===== src/rtl/booth_mul_seq.sv =====
// Iterative radix-4 Booth multiplier: one digit per clock, full 2*WIDTH-bit product on cHI/cLOW.
// Optional macro BOOTH_UNSIGNED_EN adds an is_signed port for unsigned x unsigned operation.
module booth_mul_seq #(
    parameter int WIDTH = 32
) (
    input  logic             clk,
    input  logic             rst_n,
    input  logic             start,
    input  logic [WIDTH-1:0] a,
    input  logic [WIDTH-1:0] b,
`ifdef BOOTH_UNSIGNED_EN
    input  logic             is_signed,
`endif
    output logic             busy,
    output logic             done,
    output logic [WIDTH-1:0] cHI,
    output logic [WIDTH-1:0] cLOW
);
    // Accumulator carries one guard bit beyond +/-2A so zero-extended unsigned operands cannot overflow.
    localparam int AW = WIDTH + 3;
    localparam int ML = WIDTH + 2;
    localparam int CW = $clog2(WIDTH / 2 + 2);

    typedef enum logic [1:0] {IDLE, BUSY, DONE} state_t;

    state_t                 state, state_nxt;
    logic signed [AW-1:0]   mcand, hi, pp, sum, hi_nxt;
    logic        [ML-1:0]   lo, lo_nxt;
    logic                   bm1;
    logic        [CW-1:0]   cnt, n_dig;
    logic                   accept, last, sgn, sgn_ld;
    logic        [2:0]      dig;
    logic [AW+ML-1:0]       full;
    logic [2*WIDTH-1:0]     prod;

`ifdef BOOTH_UNSIGNED_EN
    logic sgn_q;
    assign sgn    = sgn_q;
    assign sgn_ld = is_signed;
`else
    assign sgn    = 1'b1;
    assign sgn_ld = 1'b1;
`endif

    assign accept = start && (state == IDLE || state == DONE);
    assign n_dig  = sgn ? CW'(WIDTH / 2) : CW'(WIDTH / 2 + 1);
    assign last   = (cnt == n_dig);
    assign busy   = (state == BUSY);
    assign done   = (state == DONE);

    always_ff @(posedge clk or negedge rst_n) begin
        if (!rst_n) state <= IDLE;
        else        state <= state_nxt;
    end

    always_comb begin
        state_nxt = state;
        case (state)
            IDLE:    if (start) state_nxt = BUSY;
            BUSY:    if (last) state_nxt = DONE;
            DONE:    state_nxt = start ? BUSY : IDLE;
            default: state_nxt = IDLE;
        endcase
    end

    // Booth recoding of {b[2k+1], b[2k], b[2k-1]}
    assign dig = {lo[1:0], bm1};
    always_comb begin
        pp = '0;
        case (dig)
            3'b001, 3'b010: pp = mcand;
            3'b011:         pp = mcand <<< 1;
            3'b100:         pp = -(mcand <<< 1);
            3'b101, 3'b110: pp = -mcand;
            default:        pp = '0;
        endcase
    end

    // Shift-right accumulation: retired low product bits enter lo from the top.
    assign sum    = hi + pp;
    assign hi_nxt = sum >>> 2;
    assign lo_nxt = {sum[1:0], lo[ML-1:2]};

    // Signed runs use WIDTH/2 shifts, leaving two unconsumed multiplier bits at the bottom of lo.
    assign full = {hi, lo};
    assign prod = sgn ? full[2 +: 2*WIDTH] : full[0 +: 2*WIDTH];

    always_ff @(posedge clk or negedge rst_n) begin
        if (!rst_n) begin
            mcand <= '0;
            hi    <= '0;
            lo    <= '0;
            bm1   <= 1'b0;
            cnt   <= '0;
            cHI   <= '0;
            cLOW  <= '0;
`ifdef BOOTH_UNSIGNED_EN
            sgn_q <= 1'b1;
`endif
        end else if (accept) begin
            mcand <= {{3{sgn_ld & a[WIDTH-1]}}, a};
            hi    <= '0;
            lo    <= {{2{sgn_ld & b[WIDTH-1]}}, b};
            bm1   <= 1'b0;
            cnt   <= '0;
`ifdef BOOTH_UNSIGNED_EN
            sgn_q <= is_signed;
`endif
        end else if (state == BUSY) begin
            if (last) begin
                cHI  <= prod[2*WIDTH-1:WIDTH];
                cLOW <= prod[WIDTH-1:0];
            end else begin
                hi  <= hi_nxt;
                lo  <= lo_nxt;
                bm1 <= lo[1];
                cnt <= cnt + CW'(1);
            end
        end
    end
endmodule


===== config.mk =====
export PLATFORM = sky130hd
export DESIGN_NAME = booth_mul_seq
export DESIGN_NICKNAME = d
export VERILOG_FILES = /design/src/rtl/booth_mul_seq.sv
export SDC_FILE = /design/constraint.sdc
export NUM_CORES = 1
export LEC_CHECK = 0
export ABC_AREA = 1
export CORE_ASPECT_RATIO = 0.75
export CORE_MARGIN = 2
export CORE_UTILIZATION = 38
export DETAILED_ROUTE_END_ITERATION = 10
export DONT_BUFFER_PORTS = 1
export PLACE_DENSITY = 0.49
export SYNTH_ARGS = -nofsm -noshare
export SYNTH_HDL_FRONTEND = slang
export SYNTH_SLANG_ARGS = --single-unit
export TNS_END_PERCENT = 5

===== constraint.sdc =====
create_clock -name clk -period 6.89 [get_ports clk]
set_input_delay 1.378 -clock clk [delete_from_list [all_inputs] [get_ports clk]]
set_output_delay 1.378 -clock clk [all_outputs]
set_load 0.03 [all_outputs]

After elaboration in Yosys (flattened, before gate mapping)
Index checks and enable logic that the tools add are counted.
W data, S select, Z words.
- input bits: 67
- bits in registers: 173
- memories kept: 0
- latch bits: 0
- ROM bits: 0
- bits in writable memories: 0
- output and inout port bits: 66
- logic and storage cells: 51
- shift operators: 0
- $add $sub $neg: 4
- $lt $le $gt $ge: 0
- reduce and logical (&&, ||, !) cells: 9
- eq/ne operators: 12
- multiplexer cells: 17
- multiply operators: 0
- div/mod/pow operators: 0
- bitwise gates (word level): 1
- operators with widths (cell ; count):
    $pmux W35 S4 ; 1
    $mux W35 ; 3
    $mux W34 ; 3
    $add A35 B35 Y35 ; 1
    $neg A32 Y35 ; 1
    $neg A33 Y35 ; 1
    $mux W5 ; 3
    $eq A3 B3 Y1 const B ; 3
    $eq A3 B2 Y1 const B ; 2
    $pmux W2 S3 ; 1
    $add A5 B1 Y5 const B ; 1
    $eq A5 B5 Y1 const B ; 1
    $mux W1 ; 4
    $mux W2 ; 2
    $ne A2 B2 Y1 const B ; 2
    $reduce_and A2 Y1 ; 2
    $reduce_or A2 Y1 ; 2
    $eq A3 B1 Y1 const B ; 1
    $reduce_and A3 Y1 ; 1
    $eq A2 B1 Y1 const B ; 1
    $eq A2 B2 Y1 const B ; 1
    $logic_not A2 Y1 ; 1
    $ne A2 B1 Y1 const B ; 1
    $reduce_bool A2 Y1 ; 1
    other kinds (3) ; 3

Logic depth before layout (Yosys ltp)
Gate-level depths: netlist (run 1).
- depth after elaboration: 7
- mapped depth: 24
- mapped depth without buffers: 24

Least setup slack after synthesis (run 1)
Ideal clock, no wire load.
- path kind: register to register
- start: register mcand[0]
- end: register hi[33]
- setup time: 117 ps
- cell stages (with the launch flop): 23
- period minus slack after synthesis: 2858 ps
- data arrival time: 2740 ps
- slack: 4032 ps
- buffers on the path: 0
- cell sequence: dfrtp_1 inv_1 ha_1 nand3_4 nor3_2 nand3_1 xor2_1 clkinv_1 a21oi_1 o21ai_1 ha_1 nand2_1 inv_1 nand2_1 inv_1 a21oi_1 nand2_1 nand2_1 nand3_1 inv_1 nand3_1 nand3_1 nand2_1
- longest elaborated chain between the ends: 6
- elaborated cells between the ends (all ways): 7
- classes of those cells: add/sub (3); mux (4)
- RTL lines (item ; RTL line ; text):
    start: declaration ; 27 ; logic signed [AW-1:0] mcand, hi, pp, sum, hi_nxt;
    start signal: assignment ; 101 ; mcand <= {{3{sgn_ld & a[WIDTH-1]}}, a};
    $neg A33 Y35 / $neg A32 Y35 (equally long branches) ; 73, 74 ;
    $pmux W35 S4 (*) ; 70 ; case (dig)
    $add A35 B35 Y35 (*) ; 80 ; assign sum = hi + pp;
    $mux W35 (*) ; 110 ; if (last) begin
    $mux W35 (*) ; 109 ; end else if (state == BUSY) begin
    $mux W35 (*) ; 100 ; end else if (accept) begin
    end signal: assignment ; 114 ; hi <= hi_nxt;
    end: declaration ; 27 ;
Mark *: on every way between the ends. The rest lies on a longest branch, timed or not. The select of a mux whose other input is x is not followed.
A chain may end at the register's enable or synchronous reset.

Worst setup path in the final report (run 1)
- start: register lo[1]
- end: register hi[9]
- longest elaborated chain between the ends: 7
- elaborated cells between the ends (all ways): 13
- classes of those cells: add/sub (1); eq/ne (6); mux (4); reduce/logical (2)
- RTL lines (item ; RTL line ; text):
    start: declaration ; 28 ; logic [ML-1:0] lo, lo_nxt;
    start signal: assignment ; 103 ; lo <= {{2{sgn_ld & b[WIDTH-1]}}, b};
    start signal: assignment ; 115 ; lo <= lo_nxt;
    $eq A3 B3 Y1, or another cell as far along ; 70 ;
    $reduce_or A2 Y1 ; 70 ;
    $pmux W35 S4 (*) ; 70 ;
    $add A35 B35 Y35 (*) ; 80 ;
    $mux W35 (*) ; 110 ;
    $mux W35 (*) ; 109 ;
    $mux W35 (*) ; 100 ;
Marked as above.

==> impl_results.md, run 1 <==
* Die Span Y at 149 um
* Worst skew pair latency at 0.44 ns
* Post-synthesis xor/xnor area fraction at 1.81%
* Wirelength per Cell at 17.6 um
* Post-Synthesis Cells at 1463
* Slew margin rel. at 26.9%
* Share of cells above drive strength 1 at 8.56%
* Hold path start: cnt[4]$_DFFE_PN0P_
* Initial Utilization at 38.4%
* CTS root buf: clkbuf_16
* Clk slew on worst S/H paths at 0.07 ns
* CP arrival at 3.96 ns
* Asr flop ratio synth at 100%
* Num rows at 53
* Fillers at 2937
* Cts repair resizes at 0
* Number of global-route vias before repair at 8816
* Most used DFF post-synth: dfrtp_1
* Final period util at 53.6%
* Max Fclk at 271 MHz
* Unrepaired setup endpoints after global routing: false
* Syn avg cell area at 7.28 um2
* First-pass detailed-route iteration total at 5
* Status: complete, no violations
* Synthesis-stage register bit count at 171
* Synth warn at 0
* H-tree Lvls at 4
* Sequential Area at 4280 um2
* Adder-Cell Fraction of Synth Area at 4.53%
* Via/cell ratio at 5.23
* Die Wd at 197 um
* ANT cells at 0
* Detailed Route WL at 31700 um
* GRT Overall Usage at 22.2%
* CP Max Fanout at 16
* Crit Path Category: flop to flop
* CTS tree: built
* Initial DRC count at 762
* Largest family of logic cells by synthesized area: simple AND/OR/NAND/NOR gates
* Final Hold Vio Count at 0
* Post-CTS Hold Fix Bufs at 0
* # IOs at 133
* Sequential share of the synthesized area at 40.2%
* Compound-Gate Fraction of Synth Area at 16.5%
* Max-cap violations at 0
* Total gr overflow at 0
* Die ar. at 29400 um2
* Fin crit period at 3.69 ns
* Setup tns final at 0 ns
* Initial antenna violation count at 1
* First-pass GRT wire length at 50500 um
* Worst EP required at 7.16 ns
* Number of flops mapped to enable cells by yosys at 0
* Non-Filler Instances at 1806
* Buffers on Ports at 0
* Hpwl dp at 23700 um
* Synth Area in Simple Gates at 28.3%
* Largest net degree at the start of global routing at 172
* Slew Viols, Final at 0
* Area growth syn-to-layout at 8.05%
* Min-delay worst type: flop to flop
* Clock sinks at 171
* Count of different cell masters after synthesis at 51
* Crit. End Element: flop
* Antenna Violating Nets Remaining at 0
* Placed Cells at 1774
* Tightest Pin Transition at 1.10 ns
* Setup-failing EPs final at 0
* DRC Markers at 0
* CTS Buffer Depth at 2
* Core box area at 27800 um2
* Post-CTS Setup Inserts at 0
* TritonCTS Buffers at 17
* Area of the multi-input gates at 5450 um2
* Worst r2r src: lo[1]$_DFFE_PN0P_
* Post-layout net count at 1541
* Post-Syn Nets at 1568
* Multiplexer share of the synthesized area at 0%
* Mapped Area at 10700 um2
* Via count at 9443
* Crit path launch: lo[1]$_DFFE_PN0P_
* GPL Wtd Cong at 0.911
* Startpoint Class: flop
* Setup Skew at 0.0130 ns
## cell type report
cell class,instances,area share [%]
sequential,171,37.2
clock inverter,15,1.52
inverter,185,6.06
clock buffer,17,3.69
tap,357,3.88
multi-input combinational,1056,47.4
timing repair buffer,5,0.326
## cell usage after synthesis, drive strengths merged, types with 4 or more instances
library cell,number,area (um2)
nand2,388,1490
o21ai,190,958
inv,183,687
dfrtp,171,4280
nor2,128,587
a21oi,83,419
nand3,76,430
nor3,47,277
ha,37,463
clkbuf,26,97.6
buf,25,135
xor2,21,184
nand4,20,131
o22ai,18,113
nand3b,7,52.6
o2111ai,7,61.3
o21bai,6,56.3
a221oi,4,35.0
a31oi,4,25.0
## routing by layer
metal  wire length [um]  up-vias  GRT usage, %
met5                 12        -             0
met3               2040       23          4.79
met4                331        2          4.25
met1              17000     4401          35.7
li1                   -     4761             -
met2              12300      256          30.1
## state kept, by name, summed over array words and instances (netlist names)
name and cells:
mcand 32, hi 33, lo 34, state 2, cHI 32, cLOW 32
cnt 5, bm1 1
## layout by cell type, fill, tap and decap left out, types with 3 or more instances in the layout
master and count:
nand2_1 378, dfrtp_1 171, inv_1 148, o21ai_0 137
nor2_1 107, a21oi_1 82, nand3_1 69, o21ai_1 51
nor3_1 40, ha_1 37, inv_2 33, xor2_1 21
nand4_1 19, o22ai_1 18, clkbuf_16 17, nor2_2 12
nand2_2 8, nor2_4 8, inv_6 8, nand3b_1 7
o2111ai_1 7, nor3_2 6, nand3_2 5, o21bai_1 5
buf_4 5, a221oi_1 4, a31oi_1 4, o211ai_1 3
a221o_1 3, clkinv_8 3
## through the flow
stage	setup WS [ns]	hold WS, ns	cell area (um2)	util (%)
finish	3.20	0.483	11500	41.4
global route	2.93	0.505	11500	41.4
CTS	3.21	0.482	11500	41.4
detailed placement	3.25	0.463	10900	39.3
global placement	3.23	0.464	10900	39.3
floorplan	4.03	0.433	10700	-
## cells by family after synthesis
kind of cell,Yosys count
simple gates,673
buf+inv,236
xor+xnor,22
flops,171
fa+ha+maj,38
compound gates,323
## critical path, stage by stage, from the launching register on
cell and delay, ns:
dfrtp_1 0.43, nor2_2 0.58, inv_1 0.42, o21ai_0 0.36
ha_1 0.34, a21oi_1 0.23, nor2_1 0.06, nor2_1 0.19
nand2_1 0.14, nand2_1 0.09, nand2_1 0.07, o21ai_0 0.44
o21ai_0 0.18
## final timing paths
| check | endpoint | slack (ns) | depth (start not counted) |
|---|---|---|---|
| worst max register to register | hi[9]$_DFFE_PN0P_ | 3.20 | 12 |
| min in group asynchronous | cLOW[10]$_DFFE_PN0P_ | 0.63 | 0 |
| worst max-delay path | hi[9]$_DFFE_PN0P_ | 3.20 | 12 |
| worst min-delay path | cnt[4]$_DFFE_PN0P_ | 0.48 | 1 |
| worst min register to register | cnt[4]$_DFFE_PN0P_ | 0.48 | 1 |
| max in group asynchronous | mcand[26]$_DFFE_PN0P_ | 6.02 | 0 |
Power of run 1 is not shown: default switching activity piles up to over one toggle a cycle in this logic, so the estimate is an artifact.
==> run 2, diff against run 1 <==
==> constraint.sdc (replaced) <==
create_clock -name clk -period 3.8 [get_ports clk]
set_input_delay 0.76 -clock clk [delete_from_list [all_inputs] [get_ports clk]]
set_output_delay 0.76 -clock clk [all_outputs]
set_load 0.03 [all_outputs]
==> impl_results.md, run 2 (synthesis gave the netlist of run 1 again) <==
* Final worst slack at 0.245 ns (-2.95 ns)
* # IOs at 133 (unchanged)
* Largest Register: lo
* Area growth syn-to-layout at 10.4%
* WL met2 at 12900 um (+4.6%)
* Num rows at 53 (unchanged)
* Slowest stage delay, CP at 0.42 ns (-0.16 ns)
* Crit Path Category: flop to flop
* Largest net degree at the start of global routing at 126 (-27%)
* Die ar. at 29400 um2 (unchanged)
* R2r setup slk at 0.25 ns (-2.95 ns)
* Worst r2r src: mcand[0]$_DFFE_PN0P_
* Met1 Wirelength at 18000 um (+6.0%)
* CP arrival at 3.84 ns (-0.12 ns)
* CP Max Fanout at 5 (-11)
* Max Fclk at 281 MHz (+3.8%)
* ANT cells at 0 (unchanged)
* GRT Overall Usage at 23.1% (+0.86 points)
* H-tree Lvls at 4 (unchanged)
* CTS Buffer Depth at 2 (unchanged)
* CTS tree: built
* Unrepaired setup endpoints after global routing: false
* R2R Path End: hi[11]$_DFFE_PN0P_
* Max-cap violations at 0 (unchanged)
* Fillers at 2906 (-1.1%)
* Crit. End Element: flop
* Max reg flops at 34 (unchanged)
* TritonCTS Buffers at 17 (unchanged)
* Antenna Violating Nets Remaining at 0 (unchanged)
* Clk slew on worst S/H paths at 0.07 ns (about the same)
* First-pass GRT wire length at 52000 um (+3.0%)
* Non-Filler Instances at 1817 (+0.61%)
* Hpwl dp at 23900 um (+0.71%)
* Buffers on Ports at 0 (unchanged)
* Initial DRC count at 646 (-15%)
* Detailed Route WL at 32800 um (+3.5%)
* Total gr overflow at 0 (unchanged)
* Met3 wire length at 1450 um (-29%)
* Setup Skew at 0.0162 ns (+0.00326 ns)
* Commonest cells after routing, fill and taps aside: nand2_1, dfrtp_1, inv_1
* Startpoint Class: flop
* CP bufs+invs at 2 (+1)
* Wirelength per Cell at 18.1 um (+2.8%)
* Critical-path cell list: inv_1 -> ha_2 -> nand2_1 -> nor3_2 -> xor2_1 -> inv_1 -> a21oi_1 -> o21ai_1 -> ha_1 -> a21oi_1 -> o21ai_1 -> a21oi_1 -> o21ai_1 -> o21ai_0 -> o21ai_0
* Core box area at 27800 um2 (unchanged)
* Share of cells above drive strength 1 at 9.79% (+1.2 points)
* Post-layout net count at 1552 (+0.71%)
* Initial antenna violation count at 0 (-1)
* Fin crit period at 3.55 ns (-0.135 ns)
* Slew margin rel. at 29.5% (+2.5 points)
* First-pass detailed-route iteration total at 5 (unchanged)
* Initial Utilization at 38.4% (unchanged)
* Final Hold Vio Count at 0 (unchanged)
* Commonest non-fill, non-tap cell in the layout: nand2_1
* CTS root buf: clkbuf_16
* DR top layer: met4
* DRC Markers at 0 (unchanged)
* Number of global-route vias before repair at 8976 (+1.8%)
* Worst setup slack after placement at 0.242 ns (-3.01 ns)
* Via count at 9508 (+0.69%)
* Setup tns final at 0 ns (unchanged)
* Worst skew pair latency at 0.45 ns (about the same)
* Biggest regs: lo: 34 flops, hi: 33 flops
* Via/cell ratio at 5.23 (about the same)
* Slowest CP cell: dfrtp_1
* Status: complete, no violations
* GPL Wtd Cong at 0.933 (+2.5%)
* Final period util at 93.5% (+40 points)
* Setup-failing EPs final at 0 (unchanged)
* Clock sinks at 171 (unchanged)
* Placed Cells at 1781 (+0.39%)
* Min-delay worst type: input port to async pin
* Die Wd at 197 um (unchanged)
* Worst EP required at 4.09 ns (-3.07 ns)
* R2R depth at 15 (+3)
* Slew Viols, Final at 0 (unchanged)
* CP delay by family, top: compound AO/OA/AOI/OAI gates
* Tightest Pin Transition at 1.06 ns (-0.0382 ns)
* Die Span Y at 149 um (unchanged)
run 2: area by class of cell:
cell class | instances | area [um2] | share of cell area, %
clock buffers | 19 | 453 | 3.85
clock inverters | 13 | 201 | 1.71
inverters | 185 | 698 | 5.93
multi-input cells | 1056 | 5500 | 46.8
flip-flops and latches | 171 | 4280 | 36.4
well taps | 357 | 447 | 3.80
repair buffers | 16 | 188 | 1.59
run 2: worst register-to-register path, stage by stage, from the launching register on:
cell and delay, ns:
dfrtp_1 0.42, inv_1 0.13, ha_2 0.24, nand2_1 0.15, nor3_2 0.36, xor2_1 0.17, inv_1 0.06, a21oi_1 0.15
o21ai_1 0.13, ha_1 0.35, a21oi_1 0.30, o21ai_1 0.15, a21oi_1 0.19, o21ai_1 0.15, o21ai_0 0.31, o21ai_0 0.15
run 2: per-layer routing:
metal / GRT usage (%) / vias to the layer above
li1: - / 4790
met1: 36.9 / 4457
met2: 32.0 / 234
met3: 3.41 / 27
met4: 5.64 / 0
met5: 0 / -
run 2: what timing repair did:
| action | in CTS | in global routing |
|---|---|---|
| buffers inserted | 0 | 1 |
| hold endpoints to repair | 125 | 0 |
| setup endpoints to repair | 0 | 7 |
| resized for setup | 0 | 12 |
| hold buffers | 3 | 0 |
run 2: worst max-delay path by stage:
| stage | start | end | slack [ns] | cells after the start |
|---|---|---|---|---|
| 3_3_place_gp | mcand[18]$_DFFE_PN0P_ | hi[31]$_DFFE_PN0P_ | 0.20 | 16 |
| 2_1_floorplan | mcand[0]$_DFFE_PN0P_ | hi[33]$_DFFE_PN0P_ | 0.94 | 22 |
| 6_report | mcand[0]$_DFFE_PN0P_ | hi[11]$_DFFE_PN0P_ | 0.25 | 15 |
| 3_5_place_dp | mcand[11]$_DFFE_PN0P_ | hi[31]$_DFFE_PN0P_ | 0.24 | 16 |
| 4_1_cts | mcand[0]$_DFFE_PN0P_ | hi[31]$_DFFE_PN0P_ | 0.23 | 19 |
| 5_1_grt | mcand[0]$_DFFE_PN0P_ | hi[31]$_DFFE_PN0P_ | 0.01 | 21 |
run 2: stage by stage:
stage | hold WS [ns] | area [um2] | util [%]
finish | 0.156 | 11800 | 42.4
global route | 0.156 | 11800 | 42.4
CTS | 0.145 | 11700 | 42.2
detailed placement | 0.461 | 11000 | 39.6
global placement | 0.454 | 11000 | 39.6
floorplan | 0.433 | 10700 | -
Power of run 2 is left out for the same reason.
==> run 3, diff against run 2 <==
==> constraint.sdc (replaced) <==
create_clock -name clk -period 3.5 [get_ports clk]
set_input_delay 0.7 -clock clk [delete_from_list [all_inputs] [get_ports clk]]
set_output_delay 0.7 -clock clk [all_outputs]
set_load 0.03 [all_outputs]
==> impl_results.md, run 3 (synthesis gave the netlist of run 1 again) <==
* CTS tree: built
* Crit path launch: mcand[13]$_DFFE_PN0P_
* Failing checks: negative hold slack
* Area growth syn-to-layout at 14.0%
* Initial antenna violation count at 0 (unchanged)
* Commonest non-fill, non-tap cell in the layout: nand2_1
* Status: finished with violations
* ANT cells at 0 (unchanged)
* GRT Overall Usage at 22.2% (-0.84 points)
* Setup tns final at 0 ns (unchanged)
* CTS root buf: clkbuf_16
* Max-cap violations at 0 (unchanged)
* Worst EP required at 3.83 ns (-0.26 ns)
* Final period util at 96.3% (+2.8 points)
* Buffers on Ports at 0 (unchanged)
* Core box area at 27800 um2 (unchanged)
* Commonest cells after routing, fill and taps aside: nand2_1, dfrtp_1, inv_1
* First-pass GRT wire length at 50400 um (-3.0%)
* Post-layout net count at 1577 (+1.6%)
* Clock sinks at 171 (unchanged)
* Largest Register: lo
* Initial DRC count at 749 (+16%)
* GPL Wtd Cong at 0.948 (+1.6%)
* Max reg flops at 34 (unchanged)
* Share of cells above drive strength 1 at 13.9% (+4.1 points)
* H-tree Lvls at 4 (unchanged)
* DRC Markers at 0 (unchanged)
* Initial Utilization at 38.4% (unchanged)
* Biggest regs: lo: 34 flops, hi: 33 flops
* Antenna Violating Nets Remaining at 0 (unchanged)
* Max Fclk at 297 MHz (+5.4%)
* Setup Skew at 0.0177 ns (+0.00145 ns)
* Die Span Y at 149 um (unchanged)
* Via count at 9585 (+0.81%)
* Final Hold Vio Count at 127 (+127)
* Crit. End Element: flop
* Fin crit period at 3.37 ns (-0.183 ns)
* Unrepaired setup endpoints after global routing: true
* TritonCTS Buffers at 17 (unchanged)
* R2r setup slk at 0.13 ns (-0.12 ns)
* Die Wd at 197 um (unchanged)
* Number of global-route vias before repair at 8871 (-1.2%)
* R2R Path End: hi[25]$_DFFE_PN0P_
* First-pass detailed-route iteration total at 5 (unchanged)
* Startpoint Class: flop
* Largest net degree at the start of global routing at 172 (+37%)
* Crit Path Category: flop to flop
* Worst hold slack at -0.0499 ns (-0.206 ns)
* Tightest Pin Transition at 1.07 ns (+0.0104 ns)
* Total gr overflow at 0 (unchanged)
* R2R depth at 18 (+3)
* Clk slew on worst S/H paths at 0.07 ns (about the same)
* CTS Buffer Depth at 2 (unchanged)
* Slew margin rel. at 28.8% (-0.69 points)
* CP Max Fanout at 5 (unchanged)
* CP arrival at 3.70 ns (-0.14 ns)
* Num rows at 53 (unchanged)
* Min-delay worst type: input port to async pin
* Die ar. at 29400 um2 (unchanged)
* Detailed Route WL at 32300 um (-1.6%)
* Via/cell ratio at 5.20 (-0.56%)
* Worst skew pair latency at 0.45 ns (about the same)
* Wirelength per Cell at 17.5 um (-3.0%)
* Setup-failing EPs final at 0 (unchanged)
* Worst r2r src: mcand[13]$_DFFE_PN0P_
* Hpwl dp at 24100 um (+0.86%)
* # IOs at 133 (unchanged)
* Slew Viols, Final at 0 (unchanged)
-- run 3: cell count changes in the layout (fill, tap and decap cells not counted), moves of 4 or more --
| cell | change |
|---|---|
| ha_1 | -7 |
| nor2_2 | +8 |
| nor2_1 | -10 |
| nand2_2 | +4 |
| nand2_1 | -4 |
| ha_4 | +6 |
| a21oi_2 | +7 |
| buf_4 | +28 |
| a21oi_1 | -7 |
-- run 3: per-stage QoR --
stage | util (%) | cell area (um2) | std cells | setup WS, ns | hold WS [ns]
2_1_floorplan | - | 10700 | 1463 | 0.642 | 0.404
3_3_place_gp | 39.9 | 11100 | 1795 | -0.0675 | 0.408
3_5_place_dp | 39.9 | 11100 | 1795 | 0.0206 | 0.409
4_1_cts | 42.4 | 11800 | 1827 | 0.0228 | -0.0707
5_1_grt | 43.7 | 12100 | 1842 | -0.0388 | -0.0760
6_report | 43.7 | 12100 | 1842 | 0.129 | -0.0499
-- run 3: area by class of cell --
cell class	count	area (um2)
sequential	171	4280
tap	357	447
fill	2843	15600
clock inverter	15	250
inverter	185	702
timing repair buffer	41	333
multi-input combinational	1056	5710
clock buffer	17	425
-- run 3: worst max-delay path by stage --
stage | to | depth (start not counted)
finish | hi[25]$_DFFE_PN0P_ | 18
CTS | hi[31]$_DFFE_PN0P_ | 19
floorplan | hi[33]$_DFFE_PN0P_ | 22
global route | hi[26]$_DFFE_PN0P_ | 20
detailed placement | hi[31]$_DFFE_PN0P_ | 16
global placement | hi[31]$_DFFE_PN0P_ | 16
-- run 3: metal layers --
metal / up-vias / share of wire, % / GRT usage, %
li1: 4832 / - / -
met1: 4513 / 54 / 35.0
met2: 213 / 40 / 31.0
met3: 27 / 4.8 / 4.09
met4: 0 / 1.3 / 5.23
met5: - / 0 / 0
-- run 3: worst max-delay path, stage by stage, from the launching register on --
cell     delay, ns
dfrtp_1       0.44
nor2_2        0.17
nand2_1       0.14
nor4_2        0.37
nand4_1       0.21
nand3_1       0.13
nand4_1       0.28
ha_4          0.42
nand2_1       0.12
nor2_1        0.20
inv_1         0.08
nor2_2        0.13
inv_1         0.06
nor2_1        0.20
nor2_1        0.06
nand2_1       0.08
nand2_1       0.05
nand2_1       0.05
o21ai_1       0.06
-- run 3: timing repair --
item | in CTS | in global routing
gates resized for setup | 1 | 58
endpoints found under the hold margin | 171 | 171
setup buffers | 0 | 15
setup endpoints to repair | 1 | 26
pin swaps | 0 | 16
Power of run 3 is left out for the same reason.
